$ cat src/rtl/multi_port_queue.sv
// multi_port_queue: in-order circular FIFO with NENQ enqueue lanes and NDEQ
// dequeue lanes per cycle. Requests are accepted or rejected as a whole;
// a rejection raises a sticky err flag. A synchronous flush empties the
// queue for mispredict recovery. Pointers carry a wrap bit so that a full
// queue and an empty queue can be told apart.
module multi_port_queue #(
  parameter int WIDTH     = 32,
  parameter int DEPTHEXP  = 3,
  parameter int NENQ      = 2,
  parameter int NDEQ      = 2,
  parameter int AF_MARGIN = 1
) (
  input  logic                       clk,
  input  logic                       rst,
  input  logic                       flush,
  input  logic [$clog2(NENQ+1)-1:0]  enq_num,
  input  logic [NENQ*WIDTH-1:0]      enq_data,
  output logic                       enq_ack,
  input  logic [$clog2(NDEQ+1)-1:0]  deq_num,
  output logic                       deq_ack,
  output logic [NDEQ*WIDTH-1:0]      deq_data,
  output logic [$clog2(NDEQ+1)-1:0]  deq_avail,
  output logic [DEPTHEXP:0]          count,
  output logic [DEPTHEXP:0]          free_slots,
  output logic                       almost_full,
  output logic                       err
);

  localparam int DEPTH = 1 << DEPTHEXP;
  localparam int PW    = DEPTHEXP + 1;
  localparam int DW    = $clog2(NDEQ + 1);

  // Architectural state
  logic [PW-1:0]    head_r;
  logic [PW-1:0]    tail_r;
  logic [PW-1:0]    count_r;
  logic             err_r;
  logic [WIDTH-1:0] mem_r [DEPTH];

  // Decoded request information
  logic [PW-1:0]    enq_num_w_s;
  logic [PW-1:0]    deq_num_w_s;
  logic [PW-1:0]    free_s;
  logic             enq_ack_s;
  logic             deq_ack_s;
  logic             enq_rej_s;
  logic             deq_rej_s;
  logic [PW-1:0]    enq_add_s;
  logic [PW-1:0]    deq_sub_s;
  logic [DW-1:0]    deq_avail_s;
  logic [NDEQ*WIDTH-1:0] deq_data_s;

  // Request widths and free space, all from start-of-cycle state
  always_comb begin
    enq_num_w_s = PW'(enq_num);
    deq_num_w_s = PW'(deq_num);
    free_s      = PW'(DEPTH) - count_r;
  end

  // Accept/reject decisions; free space for enqueue ignores same-cycle
  // dequeue so there is no combinational path from deq_num to enq_ack
  always_comb begin
    enq_ack_s = 1'b0;
    deq_ack_s = 1'b0;
    enq_rej_s = 1'b0;
    deq_rej_s = 1'b0;
    if (!rst && !flush) begin
      enq_ack_s = (enq_num_w_s != {PW{1'b0}}) && (enq_num_w_s <= free_s);
      deq_ack_s = (deq_num_w_s != {PW{1'b0}}) && (deq_num_w_s <= count_r);
      enq_rej_s = (enq_num_w_s != {PW{1'b0}}) && (enq_num_w_s > free_s);
      deq_rej_s = (deq_num_w_s != {PW{1'b0}}) && (deq_num_w_s > count_r);
    end else begin
      enq_ack_s = 1'b0;
      deq_ack_s = 1'b0;
      enq_rej_s = 1'b0;
      deq_rej_s = 1'b0;
    end
  end

  // Per-side pointer/count increments, zero when the side is not accepted
  always_comb begin
    if (enq_ack_s) begin
      enq_add_s = enq_num_w_s;
    end else begin
      enq_add_s = {PW{1'b0}};
    end
    if (deq_ack_s) begin
      deq_sub_s = deq_num_w_s;
    end else begin
      deq_sub_s = {PW{1'b0}};
    end
  end

  // Pointer, occupancy and sticky error state
  always_ff @(posedge clk or posedge rst) begin
    if (rst) begin
      head_r  <= {PW{1'b0}};
      tail_r  <= {PW{1'b0}};
      count_r <= {PW{1'b0}};
      err_r   <= 1'b0;
    end else if (flush) begin
      head_r  <= {PW{1'b0}};
      tail_r  <= {PW{1'b0}};
      count_r <= {PW{1'b0}};
    end else begin
      tail_r  <= tail_r + enq_add_s;
      head_r  <= head_r + deq_sub_s;
      count_r <= count_r + enq_add_s - deq_sub_s;
      if (enq_rej_s || deq_rej_s) begin
        err_r <= 1'b1;
      end
    end
  end

  // Storage write: accepted lanes land at consecutive slots from tail;
  // storage is deliberately not reset, masking hides stale entries
  always_ff @(posedge clk) begin
    for (int i = 0; i < NENQ; i++) begin
      if (enq_ack_s && (i < int'(enq_num))) begin
        mem_r[tail_r[DEPTHEXP-1:0] + DEPTHEXP'(i)] <= enq_data[i*WIDTH +: WIDTH];
      end
    end
  end

  // Read lanes from head, zeroing lanes beyond current occupancy
  always_comb begin
    deq_data_s = {(NDEQ*WIDTH){1'b0}};
    for (int i = 0; i < NDEQ; i++) begin
      if (PW'(i) < count_r) begin
        deq_data_s[i*WIDTH +: WIDTH] = mem_r[head_r[DEPTHEXP-1:0] + DEPTHEXP'(i)];
      end else begin
        deq_data_s[i*WIDTH +: WIDTH] = {WIDTH{1'b0}};
      end
    end
  end

  // Number of valid read lanes: min(count, NDEQ)
  always_comb begin
    if (count_r >= PW'(NDEQ)) begin
      deq_avail_s = DW'(NDEQ);
    end else begin
      deq_avail_s = count_r[DW-1:0];
    end
  end

  // Output drive
  always_comb begin
    enq_ack     = enq_ack_s;
    deq_ack     = deq_ack_s;
    deq_data    = deq_data_s;
    deq_avail   = deq_avail_s;
    count       = count_r;
    free_slots  = free_s;
    almost_full = (free_s <= PW'(AF_MARGIN));
    err         = err_r;
  end

endmodule

$ cat config.mk
export PLATFORM = sky130hd
export DESIGN_NAME = multi_port_queue
export DESIGN_NICKNAME = d
export VERILOG_FILES = /design/src/rtl/multi_port_queue.sv
export SDC_FILE = /design/constraint.sdc
export NUM_CORES = 1
export LEC_CHECK = 0
export BUFFER_PORTS_ARGS = -buffer_cell sky130_fd_sc_hd__buf_2
export CAP_MARGIN = 20
export CORE_MARGIN = 2
export CORE_UTILIZATION = 65
export CTS_BUF_LIST = sky130_fd_sc_hd__clkbuf_8 sky130_fd_sc_hd__clkbuf_16
export CTS_CLUSTER_DIAMETER = 100
export CTS_CLUSTER_SIZE = 14
export DETAILED_ROUTE_END_ITERATION = 16
export PLACE_DENSITY_LB_ADDON = 0.25
export SYNTH_ARGS = -nofsm -noshare
export SYNTH_HDL_FRONTEND = slang
export SYNTH_SLANG_ARGS = --single-unit
$ cat constraint.sdc
create_clock -name clk -period 10.23 [get_ports clk]
set_input_delay 0.5115 -clock clk [delete_from_list [all_inputs] [get_ports clk]]
set_output_delay 0.5115 -clock clk [all_outputs]
set_load 0.05 [all_outputs]
### Word level (Yosys, flattened, before mapping)

Memories as Yosys holds them, arrays and structs flattened.
Index checks and enable logic that the tools add are counted.

| word-level totals | value |
|---|---|
| output and inout port bits | 78 |
| memories | 1 |
| input port bits | 71 |
| logic and storage cells | 52 |
| bits in registers | 13 |
| RAM bits | 256 |

| operators by class | value |
|---|---|
| reductions and logical operators | 13 |
| add/subtract/negate cells | 7 |
| muxes and demuxes | 16 |
| bitwise gates (word level) | 1 |
| $lt $le $gt $ge | 10 |

Memories:

| name | depth | bits a word | read ports | clocked after Yosys merged registers in | write ports | line | RTL |
|---|---|---|---|---|---|---|---|
| mem_r | 8 | 32 | 2 | 0 | 2 | 38 | `logic [WIDTH-1:0] mem_r [DEPTH];` |

Operator list:

| kind | number |
|---|---|
| 2-to-1 mux 32 bit | 2 |
| adder 4 bit | 3 |
| 2-to-1 mux 4 bit | 3 |
| > comparator 2 x 4 -> 1 bit | 2 |
| less-or-equal comparator 2 x 4 -> 1 bit | 2 |
| < comparator 1 x 4 -> 1 bit, first input constant | 2 |
| 2-to-1 mux 1 bit | 8 |
| nonzero test 4 bit | 2 |
| logical AND 1 bit | 7 |
| adder 3 x 1 -> 3 bit, second input constant | 2 |
| 2-to-1 mux 2 bit | 3 |
| greater-or-equal comparator 4 x 2 -> 1 bit, second input constant | 1 |
| less-or-equal comparator 4 x 1 -> 1 bit, second input constant | 1 |
| < comparator 1 x 2 -> 1 bit, first input constant | 2 |
| subtractor 4 bit | 1 |
| subtractor 4 bit, first input constant | 1 |
| zero test 1 bit | 2 |
| AND reduction 2 bit | 1 |
| logical OR 1 bit | 1 |
| NOT 1 bit | 1 |

### Longest topological paths before layout

| logic depth | value |
|---|---|
| word-level depth | 8 |
| gate-level depth with buffers | 16 |
| depth with buffers taken out | 15 |

### Worst setup path before layout

OpenSTA, ideal clock, no wires.

| timing | value |
|---|---|
| path type | reg2reg |
| start | reg count_r[0], in the netlist count[0] |
| end | mem mem_r[0][0] (enable) |
| cell stages (with the launch flop) | 10 |
| required time | 9.719 ns |
| path buffers | 1 |
| setup slack | 3.708 ns |
| data arrival time | 6.011 ns |
| library setup time | 0.511 ns |
| period minus slack after synthesis | 6.522 ns |
| cell sequence | dfrtp_1 > inv_1 > ha_1 > inv_1 > ha_1 > nor2b_1 > o21ai_0 > buf_2 > o21ai_1 > o41ai_1 |

RTL lines:

| what | line | RTL |
|---|---|---|
| start, declared | 36 | `logic [PW-1:0] count_r;` |
| start signal, assigned | 99 | `count_r <= {PW{1'b0}};` |
| start signal, assigned | 104 | `count_r <= {PW{1'b0}};` |
| start signal, assigned | 108 | `count_r <= count_r + enq_add_s - deq_sub_s;` |
| end, declared | 38 |  |

### Worst setup path after layout

| timing | value |
|---|---|
| start | reg head_r[0] |
| end | out deq_data[23] |

| between the ends | value |
|---|---|
| longest elaborated chain between the ends | 2 |

RTL lines:

| what | line | RTL |
|---|---|---|
| start, declared | 34 | `logic [PW-1:0] head_r;` |
| start signal, assigned | 97 | `head_r <= {PW{1'b0}};` |
| start signal, assigned | 102 | `head_r <= {PW{1'b0}};` |
| start signal, assigned | 107 | `head_r <= head_r + deq_sub_s;` |
| memory read (8 x 32 bit) | - |  |
| 2-to-1 mux 32 bit | 129 | `if (PW'(i) < count_r) begin` |
| end, declared | 21 | `output logic [NDEQ*WIDTH-1:0] deq_data,` |

Every way passes these cells.

==> metrics.md <==
| Metric | Value |
|---|---|
| Area occupied by multi-input gates | 7610 sq um |
| CTS tree | done |
| First-pass GRT wire length | 60700 um |
| Total GRT Usage | 31.2% |
| Starting Density | between 60% and 70% |
| Fin nets | 1229 |
| Diodes inserted | 0 |
| Number of remaining DRC errors | 0 |
| Max cap viols | 0 |
| Hpwl dp | 23500 um |
| Vias in the first global route | between 10000 and 15000 |
| TNS Setup | 0 ns |
| Reg area | 7970 sq um |
| Layout Skew | 0.0155 ns |
| Hold-fix buffers, CTS | 0 |
| Number of gates resized after CTS | 0 |
| Fin crit period | 4.49 ns |
| Yosys top cell area share | 48.2% |
| Placer Congestion | just over 0.8 |
| Max Freq | roughly 0.22 GHz |
| Vias post-DR | roughly 10000 |
| Status | finished, final reports clean |
| Final WL | 40000 um |
| Count of final setup violators | 0 |
| Remaining global-route overflow | 0 |
| Placed inst area | 17000 sq um |
| Layout cell share with drive strength beyond 1 | 52.8% |
| Synthesis-stage register bit count | 267 |
| Post-Syn Instances | between 1000 and 1500 |
| Reg clk slew, reported paths | 0.07 ns |
| RSZ-0062 raised after global routing | false |
| Post-synthesis sequential area ratio | 49.9% |
| Final Hold Viols | 0 |
| Crit-path max FO | 52 |
| Post-synth ARST share | 4.12% |
| Post-synth EDFFs | 256 |
| H-tree levels | 1 |
| Leakage | 6.11 nW |
| Initial antenna violation count | 4 |
| Core Util, Final | 73.1% |
| Arrival @ worst endpoint | 3.98 ns |
| Post-route ant nets | 0 |
| Number of vias per cell | 6.90 |
| Setup Fix Bufs, Post-CTS | 0 |
| Row cnt | 57 |
| Net Count, Synth | 1101 |
| Worst setup EP type | output port |
| Crit path cell chain | buf_4, buf_4, mux4_2, mux2i_1, nor2_1, buf_2 |
| Clock sink count | approximately 270 |
| Total power | 3.65 mW |
| Max Slew Vio Count | 0 |
| Cell accounting for the most synthesized area | edfxtp_1 |
| Placeable Area | 24200 sq um |
| R2R Path Start | count[0] |
| Pin slew with the least headroom to its limit | 0.945 ns |
| Most common cell on crit path | buf_4 |
| CP Class | register to output port |
| Full die area | 25800 sq um |
| Mapped Area | 15900 sq um |
| Headroom to the max-slew limit | 37.0% |
| Die width | 161 um |
| Root Buffer Master | clkbuf_16 |
| YS warnings | 0 |
| Final worst slack | 5.74 ns |
| Avg Inst Size Synth | between 15 and 20 sq um |
| CTS Buffer Depth | 3 |
| Routed WL per cell | 27.2 um |
| Slowest CP cell | buf_4 |
| Hold Path Class | input port to async pin |
| Critical Path RT | 9.72 ns |
| Buffers on Ports | 148 |
| Vert. Die Dim | 161 um |
| Num CTS Buffers | 23 |
| Pre-CTS setup slack | around 6.3 ns |
| Pin count of the biggest net entering global routing | 53 |
| Synth unique cells | 41 |
| PD cells | roughly 210 nW/um^2 |
| DRT Pass-1 Iters | 5 |
| I/O pin total | 149 |
| Filler cells | approximately 1500 |
| Initial DRC Count | 884 |
| Clk_lat worst skew | 0.53 ns |
| Worst vdd ir | 0.000171 V |
| Post-Layout Inst Area | 17700 sq um |
| Max incr delay on CP | 0.79 ns |
| Startpoint Class | register |
| Setup crit start | head_r[0] |
| Period utilisation layout | 43.9% |
| Top area cells in the synthesized netlist | edfxtp_1, mux4_2, mux2_2 |
| Top_reg_cell synth | edfxtp_1 |
| Area grow syn2layout | 10.9% |
## cells in the mapped netlist (4+ instances only)
library cell and instances:
a21oi_1 33, buf_1 6, buf_2 25, buf_6 19
clkbuf_1 26, dfrtp_1 11, edfxtp_1 256, fa_1 4
ha_1 16, inv_1 20, mux2_1 7, mux2_2 249
mux2i_1 32, mux4_2 128, nand2_1 67, nand3_1 4
nor2_1 49, nor2b_1 7, nor3_1 5, o21ai_0 5
o21ai_2 4, o41ai_1 4, xnor2_1 6, xor2_1 4
## power by group
part | switching (mW) | total, mW | leakage [nW] | internal (mW)
registers | 0.0418 | 1.30 | 2.45 | 1.26
logic | 1.09 | 1.56 | 3.32 | 0.473
clock network | 0.385 | 0.791 | 0.343 | 0.405
## layer usage
layer / global-route usage (%) / vias to the layer above / share of wire [%]
li1: - / 4287 / -
met1: 42.3 / 5205 / 38
met2: 52.6 / 566 / 50
met3: 5.06 / 80 / 9.0
met4: 9.95 / 8 / 2.8
met5: 0 / - / 0.13
## final timing paths
check,slack [ns],to,cells past startpoint
setup / recovery,5.74,deq_data[23],6
hold / removal,0.02,err,2
setup reg to reg,6.54,mem_r[3][4],11
hold reg to reg,0.47,err,1
max in group asynchronous,9.84,head_r[0],2
min in group clk,0.34,tail_r[2],2
## logic make-up after synthesis
kind of cell | Yosys count | synth area share, %
DFF | 267 | 49.9
AOI/OAI and AO/OA | 59 | 2.49
buffers and inverters | 97 | 3.40
adders and majority gates | 20 | 1.76
and+or+nand+nor | 141 | 3.70
xor gates and xnor gates | 10 | 0.549
muxes | 416 | 38.2
## critical path, delay by kind of cell (launching register included)
family / cells / cell delay [ns]
buf+inv: 3 / 1.80
mux: 2 / 0.79
flops: 1 / 0.74
simple gates: 1 / 0.07
## cells in the final DEF, fill, tap and decap left out, types with 3 or more instances in the layout
| cell | synthesis | layout |
|---|---|---|
| edfxtp_1 | 256 | 256 |
| mux2_2 | 249 | 249 |
| buf_2 | 25 | 148 |
| mux4_2 | 128 | 128 |
| nand2_1 | 67 | 67 |
| nor2_1 | 49 | 49 |
| a21oi_1 | 33 | 33 |
| mux2i_1 | 32 | 32 |
| buf_4 | 1 | 31 |
| inv_1 | 20 | 29 |
| clkbuf_16 | 0 | 23 |
| ha_1 | 16 | 15 |
| dfrtp_1 | 11 | 8 |
| mux2_1 | 7 | 7 |
| nor2b_1 | 7 | 6 |
| o21ai_4 | 0 | 6 |
| nor3_1 | 5 | 5 |
| xnor2_1 | 6 | 5 |
| nand3_1 | 4 | 4 |
| o41ai_2 | 0 | 4 |
| fa_1 | 4 | 4 |
| o211ai_4 | 2 | 3 |
| xor2_1 | 4 | 3 |
## sequential cells by signal (all words and copies together) (netlist names)
signal,cells
tail_r,3
mem_r,256
count,4
head_r,3
err,1
## metrics by stage
step           hold slack, ns  std cells
2_1_floorplan           0.364       1010
3_5_place_dp            0.450       1436
6_report               0.0249       1471
5_1_grt                0.0589       1471
3_3_place_gp            0.447       1436
4_1_cts                0.0341       1470
## layout make-up
| class | instances | area share, % |
|---|---|---|
| sequential | 267 | 45.1 |
| multi-input combinational | 646 | 43.0 |
| timing repair buffer | 180 | 5.59 |
| clock buffer | 23 | 3.26 |
| tap | 324 | 2.29 |
| inverter | 20 | 0.425 |
| clock inverter | 11 | 0.333 |
(Power assumes the default switching activity.)
